<file path="config.mk">
export PLATFORM = sky130hd
export DESIGN_NAME = apb_master_ctrl_flat
export DESIGN_NICKNAME = d
export VERILOG_FILES = /design/src/rtl/apb_master_ctrl_pkg.sv /design/src/rtl/apb_master_ctrl_if.sv /design/src/rtl/apb_master_ctrl_rsp_mux.sv /design/src/rtl/apb_master_ctrl.sv /design/src/flat_wrapper.sv
export SDC_FILE = /design/constraint.sdc
export NUM_CORES = 1
export LEC_CHECK = 0
export CAP_MARGIN = 10
export CORE_MARGIN = 1.5
export CORE_UTILIZATION = 30
export DETAILED_ROUTE_END_ITERATION = 12
export HOLD_SLACK_MARGIN = 0.12
export PLACE_DENSITY = 0.72
export REMOVE_ABC_BUFFERS = 1
export SKIP_CTS_REPAIR_TIMING = 1
export SYNTH_ARGS = -nofsm -noshare
export SYNTH_HDL_FRONTEND = slang
export SYNTH_HIERARCHICAL = 1
export SYNTH_SLANG_ARGS = --single-unit
</file>
<file path="constraint.sdc">
create_clock -name clk -period 2.7 [get_ports clk]
set_input_delay 0.54 -clock clk [delete_from_list [all_inputs] [get_ports clk]]
set_output_delay 0.54 -clock clk [all_outputs]
set_load 0.05 [all_outputs]
</file>
<file path="src/rtl/apb_master_ctrl_pkg.sv">
// Shared types and constants for the APB initiator: FSM states, request
// record and bus widths.
package apb_master_ctrl_pkg;
  localparam int DATA_W = 8;
  localparam int ADDR_W = 8;
  localparam logic [1:0] SEL_NONE = 2'b00;

  typedef enum logic [1:0] {IDLE, SETUP, ACCESS, DONE} state_t;

  typedef struct packed {
    logic              write;
    logic [1:0]        sel;
    logic [ADDR_W-1:0] addr;
    logic [DATA_W-1:0] wdata;
    logic [DATA_W-1:0] wait_cycles;
  } req_t;

  function automatic logic sel_valid(input logic [1:0] sel,
                                     input logic [1:0] id1,
                                     input logic [1:0] id2);
    return (sel == id1) || (sel == id2);
  endfunction
endpackage

</file>
<file path="src/rtl/apb_master_ctrl_if.sv">
// Processor-side request/response plus the shared APB bus and the two
// slave response channels.
interface apb_master_ctrl_if;
  import apb_master_ctrl_pkg::*;

  logic              pm_start;
  logic              pm_write;
  logic [1:0]        pm_sel;
  logic [ADDR_W-1:0] pm_addr;
  logic [DATA_W-1:0] pm_wdata;
  logic [DATA_W-1:0] pm_wait_cycles;
  logic [DATA_W-1:0] pm_rdata;
  logic              pm_stable;
  logic              pm_error;

  logic [1:0]        apb_sel;
  logic              apb_enable;
  logic              apb_write;
  logic [ADDR_W-1:0] apb_addr;
  logic [DATA_W-1:0] apb_wdata;
  logic [DATA_W-1:0] apb_wait_cycles;
  logic              apb1_ready;
  logic [DATA_W-1:0] apb1_rdata;
  logic              apb2_ready;
  logic [DATA_W-1:0] apb2_rdata;

  modport master (
    input  pm_start, pm_write, pm_sel, pm_addr, pm_wdata, pm_wait_cycles,
    output pm_rdata, pm_stable, pm_error,
    output apb_sel, apb_enable, apb_write, apb_addr, apb_wdata, apb_wait_cycles,
    input  apb1_ready, apb1_rdata, apb2_ready, apb2_rdata
  );

  modport slave (
    output pm_start, pm_write, pm_sel, pm_addr, pm_wdata, pm_wait_cycles,
    input  pm_rdata, pm_stable, pm_error,
    input  apb_sel, apb_enable, apb_write, apb_addr, apb_wdata, apb_wait_cycles,
    output apb1_ready, apb1_rdata, apb2_ready, apb2_rdata
  );
endinterface

</file>
<file path="src/rtl/apb_master_ctrl_rsp_mux.sv">
// Selects ready/rdata of the addressed slave; an unmatched select yields
// a quiet (all-zero) response.
module apb_rsp_mux
  import apb_master_ctrl_pkg::*;
#(
  parameter logic [1:0] ID1 = 2'b01,
  parameter logic [1:0] ID2 = 2'b10
) (
  input  logic [1:0]        sel,
  input  logic              apb1_ready,
  input  logic [DATA_W-1:0] apb1_rdata,
  input  logic              apb2_ready,
  input  logic [DATA_W-1:0] apb2_rdata,
  output logic              ready,
  output logic [DATA_W-1:0] rdata
);
  always_comb begin
    ready = 1'b0;
    rdata = '0;
    if (sel == ID1) begin
      ready = apb1_ready;
      rdata = apb1_rdata;
    end else if (sel == ID2) begin
      ready = apb2_ready;
      rdata = apb2_rdata;
    end
  end
endmodule

</file>
<file path="src/rtl/apb_master_ctrl.sv">
// APB initiator: one request at a time through SETUP/ACCESS, with a bounded
// wait for ready and a single-cycle completion/error report.
module apb_master_ctrl
  import apb_master_ctrl_pkg::*;
#(
  parameter logic [1:0] ID1     = 2'b01,
  parameter logic [1:0] ID2     = 2'b10,
  parameter int         TIMEOUT = 64
) (
  input  logic                 clk,
  input  logic                 reset,
  apb_master_ctrl_if.master    bus
);
  localparam int CW = $clog2(TIMEOUT + 1);
  localparam logic [CW-1:0] TLAST = CW'(TIMEOUT - 1);

  state_t            state, state_nxt;
  req_t              req_q;
  logic [CW-1:0]     tcnt;
  logic              err_q;
  logic [DATA_W-1:0] rdata_q;
  logic              rsp_ready;
  logic [DATA_W-1:0] rsp_rdata;
  logic              start_ok;
  logic              active;

  assign start_ok = sel_valid(bus.pm_sel, ID1, ID2);

  apb_rsp_mux #(.ID1(ID1), .ID2(ID2)) u_rsp_mux (
    .sel        (req_q.sel),
    .apb1_ready (bus.apb1_ready),
    .apb1_rdata (bus.apb1_rdata),
    .apb2_ready (bus.apb2_ready),
    .apb2_rdata (bus.apb2_rdata),
    .ready      (rsp_ready),
    .rdata      (rsp_rdata)
  );

  always_comb begin
    state_nxt = state;
    case (state)
      IDLE:    if (bus.pm_start) state_nxt = start_ok ? SETUP : DONE;
      SETUP:   state_nxt = ACCESS;
      ACCESS:  if (rsp_ready || tcnt == TLAST) state_nxt = DONE;
      DONE:    state_nxt = IDLE;
      default: state_nxt = IDLE;
    endcase
  end

  always_ff @(posedge clk) begin
    if (reset) begin
      state   <= IDLE;
      req_q   <= '0;
      tcnt    <= '0;
      err_q   <= 1'b0;
      rdata_q <= '0;
    end else begin
      state <= state_nxt;
      case (state)
        IDLE: if (bus.pm_start) begin
          err_q <= !start_ok;
          // Invalid selects never reach the bus, so the APB fields keep
          // whatever the last real transfer drove.
          if (start_ok)
            req_q <= '{write: bus.pm_write, sel: bus.pm_sel, addr: bus.pm_addr,
                       wdata: bus.pm_wdata, wait_cycles: bus.pm_wait_cycles};
        end
        SETUP: tcnt <= '0;
        ACCESS: begin
          if (rsp_ready) begin
            err_q <= 1'b0;
            if (!req_q.write) rdata_q <= rsp_rdata;
          end else if (tcnt == TLAST) begin
            err_q <= 1'b1;
          end else begin
            tcnt <= tcnt + 1'b1;
          end
        end
        default: ;
      endcase
    end
  end

  assign active              = (state == SETUP) || (state == ACCESS);
  assign bus.apb_sel         = active ? req_q.sel : SEL_NONE;
  assign bus.apb_enable      = (state == ACCESS);
  assign bus.apb_write       = req_q.write;
  assign bus.apb_addr        = req_q.addr;
  assign bus.apb_wdata       = req_q.wdata;
  assign bus.apb_wait_cycles = req_q.wait_cycles;
  assign bus.pm_rdata        = rdata_q;
  assign bus.pm_stable       = (state == DONE);
  assign bus.pm_error        = (state == DONE) && err_q;
endmodule
</file>
<file path="src/flat_wrapper.sv">
// flat-port wrapper written by rule: the top's interface ports become plain ports
module apb_master_ctrl_flat import apb_master_ctrl_pkg::*;
#(
  parameter logic [1:0] ID1     = 2'b01,
  parameter logic [1:0] ID2     = 2'b10,
  parameter int         TIMEOUT = 64
)
  (clk, reset, bus_pm_start, bus_pm_write, bus_pm_sel, bus_pm_addr, bus_pm_wdata, bus_pm_wait_cycles, bus_pm_rdata, bus_pm_stable, bus_pm_error, bus_apb_sel, bus_apb_enable, bus_apb_write, bus_apb_addr, bus_apb_wdata, bus_apb_wait_cycles, bus_apb1_ready, bus_apb1_rdata, bus_apb2_ready, bus_apb2_rdata);
  apb_master_ctrl_if bus_i ();
  input  logic clk;
  input  logic reset;
  input wire logic [$bits(bus_i.pm_start)-1:0] bus_pm_start;
  input wire logic [$bits(bus_i.pm_write)-1:0] bus_pm_write;
  input wire logic [$bits(bus_i.pm_sel)-1:0] bus_pm_sel;
  input wire logic [$bits(bus_i.pm_addr)-1:0] bus_pm_addr;
  input wire logic [$bits(bus_i.pm_wdata)-1:0] bus_pm_wdata;
  input wire logic [$bits(bus_i.pm_wait_cycles)-1:0] bus_pm_wait_cycles;
  output wire logic [$bits(bus_i.pm_rdata)-1:0] bus_pm_rdata;
  output wire logic [$bits(bus_i.pm_stable)-1:0] bus_pm_stable;
  output wire logic [$bits(bus_i.pm_error)-1:0] bus_pm_error;
  output wire logic [$bits(bus_i.apb_sel)-1:0] bus_apb_sel;
  output wire logic [$bits(bus_i.apb_enable)-1:0] bus_apb_enable;
  output wire logic [$bits(bus_i.apb_write)-1:0] bus_apb_write;
  output wire logic [$bits(bus_i.apb_addr)-1:0] bus_apb_addr;
  output wire logic [$bits(bus_i.apb_wdata)-1:0] bus_apb_wdata;
  output wire logic [$bits(bus_i.apb_wait_cycles)-1:0] bus_apb_wait_cycles;
  input wire logic [$bits(bus_i.apb1_ready)-1:0] bus_apb1_ready;
  input wire logic [$bits(bus_i.apb1_rdata)-1:0] bus_apb1_rdata;
  input wire logic [$bits(bus_i.apb2_ready)-1:0] bus_apb2_ready;
  input wire logic [$bits(bus_i.apb2_rdata)-1:0] bus_apb2_rdata;
  assign bus_i.pm_start = bus_pm_start;
  assign bus_i.pm_write = bus_pm_write;
  assign bus_i.pm_sel = bus_pm_sel;
  assign bus_i.pm_addr = bus_pm_addr;
  assign bus_i.pm_wdata = bus_pm_wdata;
  assign bus_i.pm_wait_cycles = bus_pm_wait_cycles;
  assign bus_pm_rdata = bus_i.pm_rdata;
  assign bus_pm_stable = bus_i.pm_stable;
  assign bus_pm_error = bus_i.pm_error;
  assign bus_apb_sel = bus_i.apb_sel;
  assign bus_apb_enable = bus_i.apb_enable;
  assign bus_apb_write = bus_i.apb_write;
  assign bus_apb_addr = bus_i.apb_addr;
  assign bus_apb_wdata = bus_i.apb_wdata;
  assign bus_apb_wait_cycles = bus_i.apb_wait_cycles;
  assign bus_i.apb1_ready = bus_apb1_ready;
  assign bus_i.apb1_rdata = bus_apb1_rdata;
  assign bus_i.apb2_ready = bus_apb2_ready;
  assign bus_i.apb2_rdata = bus_apb2_rdata;
  apb_master_ctrl #(.ID1(ID1), .ID2(ID2), .TIMEOUT(TIMEOUT)) u_core (.clk(clk), .reset(reset), .bus(bus_i));
endmodule
</file>
==> out/results.ini, run 1 <==
[synthesis]
synth_most_common_cell=sky130_fd_sc_hd__nand2_1
synth-edff-count=0
post_synth_xor_area_fraction=0.004212
synth_warnings=6
syn_area_per_cell_um2=8.029
post_synth_inst_count=259
asyncSetResetFlopFracSynth=0
synth_compound_gate_area_share=0.1968
synth.distinct_cells=36
area_share_of_the_largest_cell_type_after_synthesis=0.4332
synthDominantAreaCellType=sky130_fd_sc_hd__dfxtp_1
synth_top_area_cells=sky130_fd_sc_hd__dfxtp_1 43%, sky130_fd_sc_hd__nand2_1 13%, sky130_fd_sc_hd__a21oi_1 9.4%
synth_common_cells=74 x sky130_fd_sc_hd__nand2_1, 45 x sky130_fd_sc_hd__dfxtp_1, 39 x sky130_fd_sc_hd__a21oi_1
yosys.area_share.adder=0.02407
multiplexer_share_of_the_synthesized_area=0
leading_register_cell_type_out_of_synthesis=sky130_fd_sc_hd__dfxtp_1
synth_simple_gate_area_frac=0.2142
cell_area_after_technology_mapping_um2=2079
synth_top_family_by_area=simple AND/OR/NAND/NOR gates
synth_seq_cells=45
yosysSeqAreaShare=0.4332

[timing]
period_share=0.9033
slew_at_the_pin_with_the_worst_max_slew_slack_ns=0.7069
relSlewSlack=0.5277
grt_setup_unrepaired=false
achievable-frequency_ghz=0.4100
endpoints_failing_setup=0
minimum_clock_period_after_layout_ns=2.439
final.setup.tns_ns=0
timing.final.hold_violations=0
finalMaxSlewViolations=0
setup_slack_ns=0.2611
post_route_skew_ns=0.003707

[setup_path]
cp.depth=3
slowest_delay_ns=0.87
criticalPathCategory=register to output port
worst_path_dominant_cell_family=buffers and inverters
critPathRequiredTime_ns=2.16
setup.reg_to_reg.worst_slack_ns=0.46
reg2reg_to=u_core/bus.pm_rdata[7]$_SDFFE_PP0P_
rr_startpoint=u_core/req_q[24]$_SDFFE_PP0P_
crit_path_top_delay_cell=sky130_fd_sc_hd__clkdlybuf4s50_1
cp.arrival_ns=1.90
worst_setup_path_endpoint=bus_apb_enable
r2r_cells=6
critPathLaunchType=register
number_of_buffers_and_inverters_on_the_critical_path=2
setup.worst_path.end_class=output port
startpoint=u_core/state[0]$_SDFFE_PP0P_
critical_path.cell_chain=inv_1, ha_1, clkdlybuf4s50_1
worst-path-max-fanout=8

[place]
place.gp.congestion=0.8124
pre_cts_ws_ns=0.3533
postPlaceCellArea_um2=2818
port_buffers=85
dp_hpwl_mm=3.714

[die]
placementRows=30
core_area_um2=6756
floorplan.io_pins=86
die_height_um=86.26
dieArea_um2=7440
die_w_um=86.26
floorplan.initialDensity=0.3078

[grt]
grt_pass1_wl_mm=8.155
grt_max_degree=30
gr-total-overflow=0
grt_pass1_vias=1785
antenna_violations_before_repair=0
grt.total_usage=0.1363

[clocking]
cts_tree=built
tritoncts_num_sinks=45
clk_latency_ns=0.28
root_buffer=sky130_fd_sc_hd__clkbuf_8
clkSlewWorstSetupHoldPaths_ns=0.08
htree_levels=2
cts_buffer_depth=2
cts_buffers=5

[power_and_ir_drop]
ir_drop_mv=0.2995
cellPowerDensity_nw_per_um2=721.6
power_leakage_nw=1.092

[status]
result_of_the_run=finished clean

[route]
detail_route.first_pass.iterations=4
finalWirelength_mm=5.140
routed-via-count=1907
drt_iter0_drc=49
wire_per_inst_um=12.88
via_per_inst=4.779
drc=0
ant_nets=0

[final_layout]
layout-drive-gt1-share=0.08150
final.fill_count=671
final_nets=370
antenna-diode-count=0
design_area_um2=2939
flow.area_growth_from_synthesis_pct=41.34

[flow_run]
max_cap_violations=0

[hold_path]
hp-class=register to register

[final cells by class]
type                    instances  area, µm²  share of cell area
clock inverters                 1      30.03             0.01022
well taps                      80      100.1             0.03406
inverters                       4      15.01            0.005109
repair buffers                 90      893.4              0.3040
clock buffers                   7      86.33             0.02937
flip-flops and latches         45      900.9              0.3065
multi-input cells             172      913.4              0.3108
[stage by stage]
stage / instances / hold slack, ns / util / power [mW]
5_1_grt: 399 / 0.4743 / 0.4350 / 2.255
4_1_cts: 399 / 0.4577 / 0.4343 / 2.148
3_3_place_gp: 391 / 0.4408 / 0.4170 / 1.605
2_1_floorplan: 221 / 0.4314 / - / 1.310
3_5_place_dp: 391 / 0.4453 / 0.4170 / 1.616
6_report: 399 / 0.4557 / 0.4350 / 2.121
[power by group]
group / total [mW] / switching [mW] / internal, mW
logic: 0.815 / 0.504 / 0.311
registers: 0.784 / 0.0466 / 0.737
clock network: 0.522 / 0.220 / 0.302
[logic make-up (layout without fill, tap and decap cells)]
group | count (synthesis) | count (layout)
fa+ha+maj | 4 | 4
buf+inv | 42 | 102
xor+xnor | 1 | 1
compound gates | 63 | 63
flops | 45 | 45
simple gates | 104 | 104
[how the worst min path moves through the flow]
stage,from,cells after the start,endpoint
6_report,u_core/bus.apb_wait_cycles[2]$_SDFFE_PP0P_,2,u_core/bus.apb_wait_cycles[2]$_SDFFE_PP0P_
4_1_cts,u_core/bus.apb_addr[3]$_SDFFE_PP0P_,2,u_core/bus.apb_addr[3]$_SDFFE_PP0P_
5_1_grt,u_core/bus.apb_wait_cycles[1]$_SDFFE_PP0P_,2,u_core/bus.apb_wait_cycles[1]$_SDFFE_PP0P_
3_3_place_gp,u_core/bus.apb_wait_cycles[7]$_SDFFE_PP0P_,2,u_core/bus.apb_wait_cycles[7]$_SDFFE_PP0P_
3_5_place_dp,u_core/bus.apb_addr[3]$_SDFFE_PP0P_,2,u_core/bus.apb_addr[3]$_SDFFE_PP0P_
2_1_floorplan,u_core/tcnt[6]$_SDFFE_PP0P_,1,u_core/tcnt[6]$_SDFFE_PP0P_
[state kept, by name, indices dropped and copies added (netlist names)]
| name | count |
|---|---|
| u_core/bus.apb_addr | 8 |
| u_core/state | 2 |
| u_core/bus.apb_wait_cycles | 8 |
| u_core/bus.apb_wdata | 8 |
| u_core/tcnt | 7 |
| u_core/bus.apb_write | 1 |
| u_core/err_q | 1 |
| u_core/bus.pm_rdata | 8 |
| u_core/req_q | 2 |
[cell usage in the layout (no fill, tap or decap), types with 2 or more instances in the layout]
cell type / n
sky130_fd_sc_hd__ha_1: 4
sky130_fd_sc_hd__and2_1: 3
sky130_fd_sc_hd__o311ai_0: 2
sky130_fd_sc_hd__nor2b_1: 3
sky130_fd_sc_hd__o21ai_0: 2
sky130_fd_sc_hd__a22o_2: 9
sky130_fd_sc_hd__nand2b_1: 2
sky130_fd_sc_hd__dfxtp_1: 45
sky130_fd_sc_hd__clkbuf_8: 6
sky130_fd_sc_hd__dlymetal6s2s_1: 2
sky130_fd_sc_hd__buf_4: 5
sky130_fd_sc_hd__inv_1: 4
sky130_fd_sc_hd__o21a_1: 2
sky130_fd_sc_hd__clkdlybuf4s50_1: 83
sky130_fd_sc_hd__o221a_2: 2
sky130_fd_sc_hd__a21oi_1: 39
sky130_fd_sc_hd__nand2_1: 74
sky130_fd_sc_hd__nor2_1: 9
sky130_fd_sc_hd__nand3_1: 4
sky130_fd_sc_hd__and3_1: 2
[layer usage]
layer / global-route usage / wire length, µm
met1: 0.1716 / 2300
met4: 0.02199 / 8
met3: 0.04571 / 373
met2: 0.2312 / 2457
met5: 0 / 0
[worst reg2reg max path, delay by kind of cell (launching register included)]
family / cells / cell delay [ns]
DFF: 1 / 0.39
and+or+nand+nor: 4 / 1.31
AOI/OAI and AO/OA: 2 / 0.48
No activity file was read; power rests on OpenSTA's default activity.
==> run 2, diff against run 1 <==
Settings changed: CORE_MARGIN 1.5 to unset.
==> run 2 against run 1 <==
  * Via count fell by 0.79%
  * Flip-flop and latch count did not move
  * Final cell count fell by 1.3%
  * Core utilization rose by 1.1 points
  * Largest cell class unchanged
  * Largest power group unchanged
==> out/results.ini, run 2 (synthesis gave the netlist of run 1 again) <==
[status]
result_of_the_run=finished clean

[clocking]
htree_levels=2
tritoncts_num_sinks=45
clkSlewWorstSetupHoldPaths_ns=0.08
cts_buffers=5
cts_buffer_depth=2
root_buffer=sky130_fd_sc_hd__clkbuf_8
clk_latency_ns=0.29
cts_tree=built

[die]
dieArea_um2=7268
die_w_um=85.26
die_height_um=85.26
core_area_um2=6531
floorplan.initialDensity=0.3184
placementRows=29
floorplan.io_pins=86

[setup_path]
worst-path-max-fanout=8
startpoint=u_core/state[1]$_SDFFE_PP0P_
critPathLaunchType=register
criticalPathCategory=register to output port
cp.arrival_ns=1.92
critPathRequiredTime_ns=2.16
crit_path_top_delay_cell=sky130_fd_sc_hd__clkdlybuf4s50_1
critical_path.cell_chain=ha_1, clkdlybuf4s50_1
rr_startpoint=u_core/req_q[24]$_SDFFE_PP0P_
r2r_cells=6
reg2reg_to=u_core/bus.pm_rdata[7]$_SDFFE_PP0P_
setup.worst_path.end_class=output port
setup.reg_to_reg.worst_slack_ns=0.56
slowest_delay_ns=0.87

[route]
finalWirelength_mm=5.034
routed-via-count=1892
drt_iter0_drc=50
wire_per_inst_um=12.78
ant_nets=0
via_per_inst=4.802
drc=0
detail_route.first_pass.iterations=4

[final_layout]
flow.area_growth_from_synthesis_pct=40.19
most_common_cell_after_layout_fill_and_taps_aside=sky130_fd_sc_hd__clkdlybuf4s50_1
antenna-diode-count=0
mostFrequentLayoutCells=83 x sky130_fd_sc_hd__clkdlybuf4s50_1, 74 x sky130_fd_sc_hd__nand2_1, 45 x sky130_fd_sc_hd__dfxtp_1
instances_no_fill=394
layout-drive-gt1-share=0.07886
final.fill_count=635
multi_input_area_um2=913.4
seqCellArea_um2=900.9
final_nets=369

[place]
port_buffers=85
placed_cells_incl_taps=387
dp_hpwl_mm=3.709
place.gp.congestion=0.8415
pre_cts_ws_ns=0.3388

[grt]
antenna_violations_before_repair=0
grt_max_degree=29
grt_pass1_vias=1790
gr-total-overflow=0
grt.total_usage=0.1422
grt_pass1_wl_mm=8.162

[timing]
minimum_clock_period_after_layout_ns=2.455
finalMaxSlewViolations=0
endpoints_failing_setup=0
relSlewSlack=0.5889
grt_setup_unrepaired=false
slew_at_the_pin_with_the_worst_max_slew_slack_ns=0.6154
final.setup.tns_ns=0
achievable-frequency_ghz=0.4073
period_share=0.9093
timing.final.hold_violations=0
setup_slack_ns=0.2449
hold_ws_ns=0.4571
post_route_skew_ns=0.005650

[flow_run]
max_cap_violations=0

[power_and_ir_drop]
cellPowerDensity_nw_per_um2=711.5
power_leakage_nw=1.083
totalPowerFinal_mw=2.074
ir_drop_mv=0.2865

[hold_path]
whs_endpoint=u_core/bus.apb_addr[3]$_SDFFE_PP0P_
min_from=u_core/bus.apb_addr[3]$_SDFFE_PP0P_
min_path_cells=2
hp-class=register to register

run 2: cell count changes in the layout (fill, tap and decap cells not counted):
| cell | change |
|---|---|
| sky130_fd_sc_hd__clkbuf_8 | -1 |
| sky130_fd_sc_hd__buf_4 | -1 |
| sky130_fd_sc_hd__clkbuf_1 | -1 |
| sky130_fd_sc_hd__clkinv_2 | +1 |
run 2: routing by layer:
metal / vias to the layer above / routed length (µm) / GRT usage
met1: 871 / 2212 / 0.1616
met2: 57 / 2515 / 0.2529
li1: 960 / - / -
met4: 0 / 37 / 0.05455
met5: - / 0 / 0
met3: 4 / 268 / 0.03988
run 2: worst max path at each step:
stage | endpoint | cells after the start
floorplan | u_core/state[1]$_SDFFE_PP0P_ | 6
global placement | bus_apb_sel[1] | 4
detailed placement | bus_apb_sel[1] | 4
CTS | bus_apb_sel[1] | 4
global route | bus_apb_enable | 2
finish | bus_apb_enable | 2
run 2: final cells by class:
class | instances | share of cell area
Inverter | 4 | 0.005150
Timing Repair Buffer | 89 | 0.3039
Tap cell | 77 | 0.03305
Sequential cell | 45 | 0.3090
Clock buffer | 5 | 0.02361
Clock inverter | 2 | 0.01202
Multi-Input combinational cell | 172 | 0.3133
run 2: critical path: cells and delay by family, from the launching register on:
family	cells	cell delay [ns]
buf+inv	1	0.87
fa+ha+maj	1	0.36
flops	1	0.39
run 2: power by group:
part	internal (mW)	total, mW	leakage, nW	switching (mW)
logic	0.304	0.806	0.664	0.502
clock network	0.269	0.485	0.0540	0.217
registers	0.737	0.783	0.366	0.0461
run 2: stage by stage:
step,util,instance area (µm²)
2_1_floorplan,-,1829
3_3_place_gp,0.4297,2806
3_5_place_dp,0.4297,2806
4_1_cts,0.4456,2910
5_1_grt,0.4464,2915
6_report,0.4464,2915
==> run 3, diff against run 2 <==
Settings changed: CORE_MARGIN set to 2.
==> run 3 against run 2 <==
  * Sequential share of layout area grew 0.11 points
  * Core utilization decreased by 1.6 points
  * Sequential power is essentially flat
  * Clock power down 17%
  * First-iteration DRC count is 30% higher
  * Clock-buffer cell count grew 1
  * Register-to-register slack got worse by 0.11 ns
  * Critical endpoint unchanged
  * Largest cell class unchanged
  * Highest routed layer unchanged
==> out/results.ini, run 3 (synthesis gave the netlist of run 1 again) <==
[clocking]
clk_latency_ns=0.30
cts_tree=built
clkSlewWorstSetupHoldPaths_ns=0.08
cts_buffer_depth=2
root_buffer=sky130_fd_sc_hd__clkbuf_8
cts_buffers=5
htree_levels=2
tritoncts_num_sinks=45

[timing]
endpoints_failing_setup=0
finalMaxSlewViolations=0
final.setup.tns_ns=0
achievable-frequency_ghz=0.4088
timing.final.hold_violations=0
period_share=0.9060
slew_at_the_pin_with_the_worst_max_slew_slack_ns=0.7245
relSlewSlack=0.5160
grt_setup_unrepaired=false
post_route_skew_ns=0.002619
minimum_clock_period_after_layout_ns=2.446

[die]
die_w_um=87.26
die_height_um=87.26
placementRows=30
dieArea_um2=7613
floorplan.initialDensity=0.3078
floorplan.io_pins=86
core_area_um2=6756

[grt]
antenna_violations_before_repair=0
grt_pass1_vias=1901
grt_pass1_wl_mm=8.362
grt.total_usage=0.1386
grt_max_degree=35
gr-total-overflow=0

[setup_path]
worst-path-max-fanout=8
criticalPathCategory=register to output port
critical_path.cell_chain=ha_1, clkdlybuf4s50_1
critPathRequiredTime_ns=2.16
cp.arrival_ns=1.91
critPathLaunchType=register
setup.worst_path.end_class=output port
crit_path_top_delay_cell=sky130_fd_sc_hd__clkdlybuf4s50_1
slowest_delay_ns=0.87

[route]
drc=0
drt_iter0_drc=65
ant_nets=0
finalWirelength_mm=5.236
detail_route.first_pass.iterations=4
via_per_inst=4.689
routed-via-count=1871
wire_per_inst_um=13.12

[hold_path]
hp-class=register to register

[power_and_ir_drop]
ir_drop_mv=0.2795
totalPowerFinal_mw=1.999
power_leakage_nw=1.079
cellPowerDensity_nw_per_um2=688.1

[place]
dp_hpwl_mm=3.810
place.gp.congestion=0.7798
port_buffers=85

[final_layout]
antenna-diode-count=0
final_nets=370
layout-drive-gt1-share=0.08150
most_common_cell_after_layout_fill_and_taps_aside=sky130_fd_sc_hd__clkdlybuf4s50_1
mostFrequentLayoutCells=83 x sky130_fd_sc_hd__clkdlybuf4s50_1, 74 x sky130_fd_sc_hd__nand2_1, 45 x sky130_fd_sc_hd__dfxtp_1
flow.area_growth_from_synthesis_pct=39.71

[status]
result_of_the_run=finished clean

[flow_run]
max_cap_violations=0

run 3: cell types whose count changed in the layout (fill, tap and decap cells not counted):
cell and delta:
sky130_fd_sc_hd__clkinv_2 +1, sky130_fd_sc_hd__buf_4 +1, sky130_fd_sc_hd__clkbuf_1 +1, sky130_fd_sc_hd__bufinv_16 -1
run 3: where the power goes:
part / internal [mW] / leakage, nW / switching, mW
registers: 0.737 / 0.366 / 0.0471
clock network: 0.180 / 0.0450 / 0.224
logic: 0.310 / 0.669 / 0.501
total: 1.23 / 1.08 / 0.773
run 3: path summary, 6_finish.rpt:
kind                                                    from                                         end  slack (ns)  cells after the start
setup reg to reg               u_core/req_q[25]$_SDFFE_PP0P_         u_core/bus.pm_rdata[4]$_SDFFE_PP0P_        0.45                      6
hold / removal    u_core/bus.apb_wait_cycles[2]$_SDFFE_PP0P_  u_core/bus.apb_wait_cycles[2]$_SDFFE_PP0P_        0.45                      2
hold reg to reg   u_core/bus.apb_wait_cycles[2]$_SDFFE_PP0P_  u_core/bus.apb_wait_cycles[2]$_SDFFE_PP0P_        0.45                      2
setup / recovery                u_core/state[1]$_SDFFE_PP0P_                              bus_apb_enable        0.25                      2
run 3: layout make-up:
type	instances	area, µm²
Fill cell	701	3851
Multi-Input combinational cell	172	913.4
Sequential cell	45	900.9
Timing Repair Buffer	90	893.4
Tap cell	80	100.1
Clock buffer	6	72.57
Inverter	4	15.01
Clock inverter	2	10.01
run 3: layer usage:
layer | global-route usage | wire, µm
met1 | 0.1579 | 2237
met2 | 0.2355 | 2455
met3 | 0.05592 | 471
met4 | 0.04476 | 72
met5 | 0 | 0
run 3: worst max-delay path: cells and delay by family (launching register included):
family | cells | cell delay [ns]
buffers and inverters | 1 | 0.87
adders and majority gates | 1 | 0.34
DFF | 1 | 0.40
run 3: metrics by stage:
step	area (µm²)	cells	worst slack [ns]	util	hold WS, ns
final	2905	399	0.2539	0.4300	0.4549
after global placement	2818	391	0.4024	0.4170	0.4405
after detailed placement	2818	391	0.3552	0.4170	0.4477
after CTS	2900	399	0.01837	0.4293	0.4583
after floorplan	1829	221	0.7666	-	0.4314
after global routing	2905	399	0.1587	0.4300	0.4727
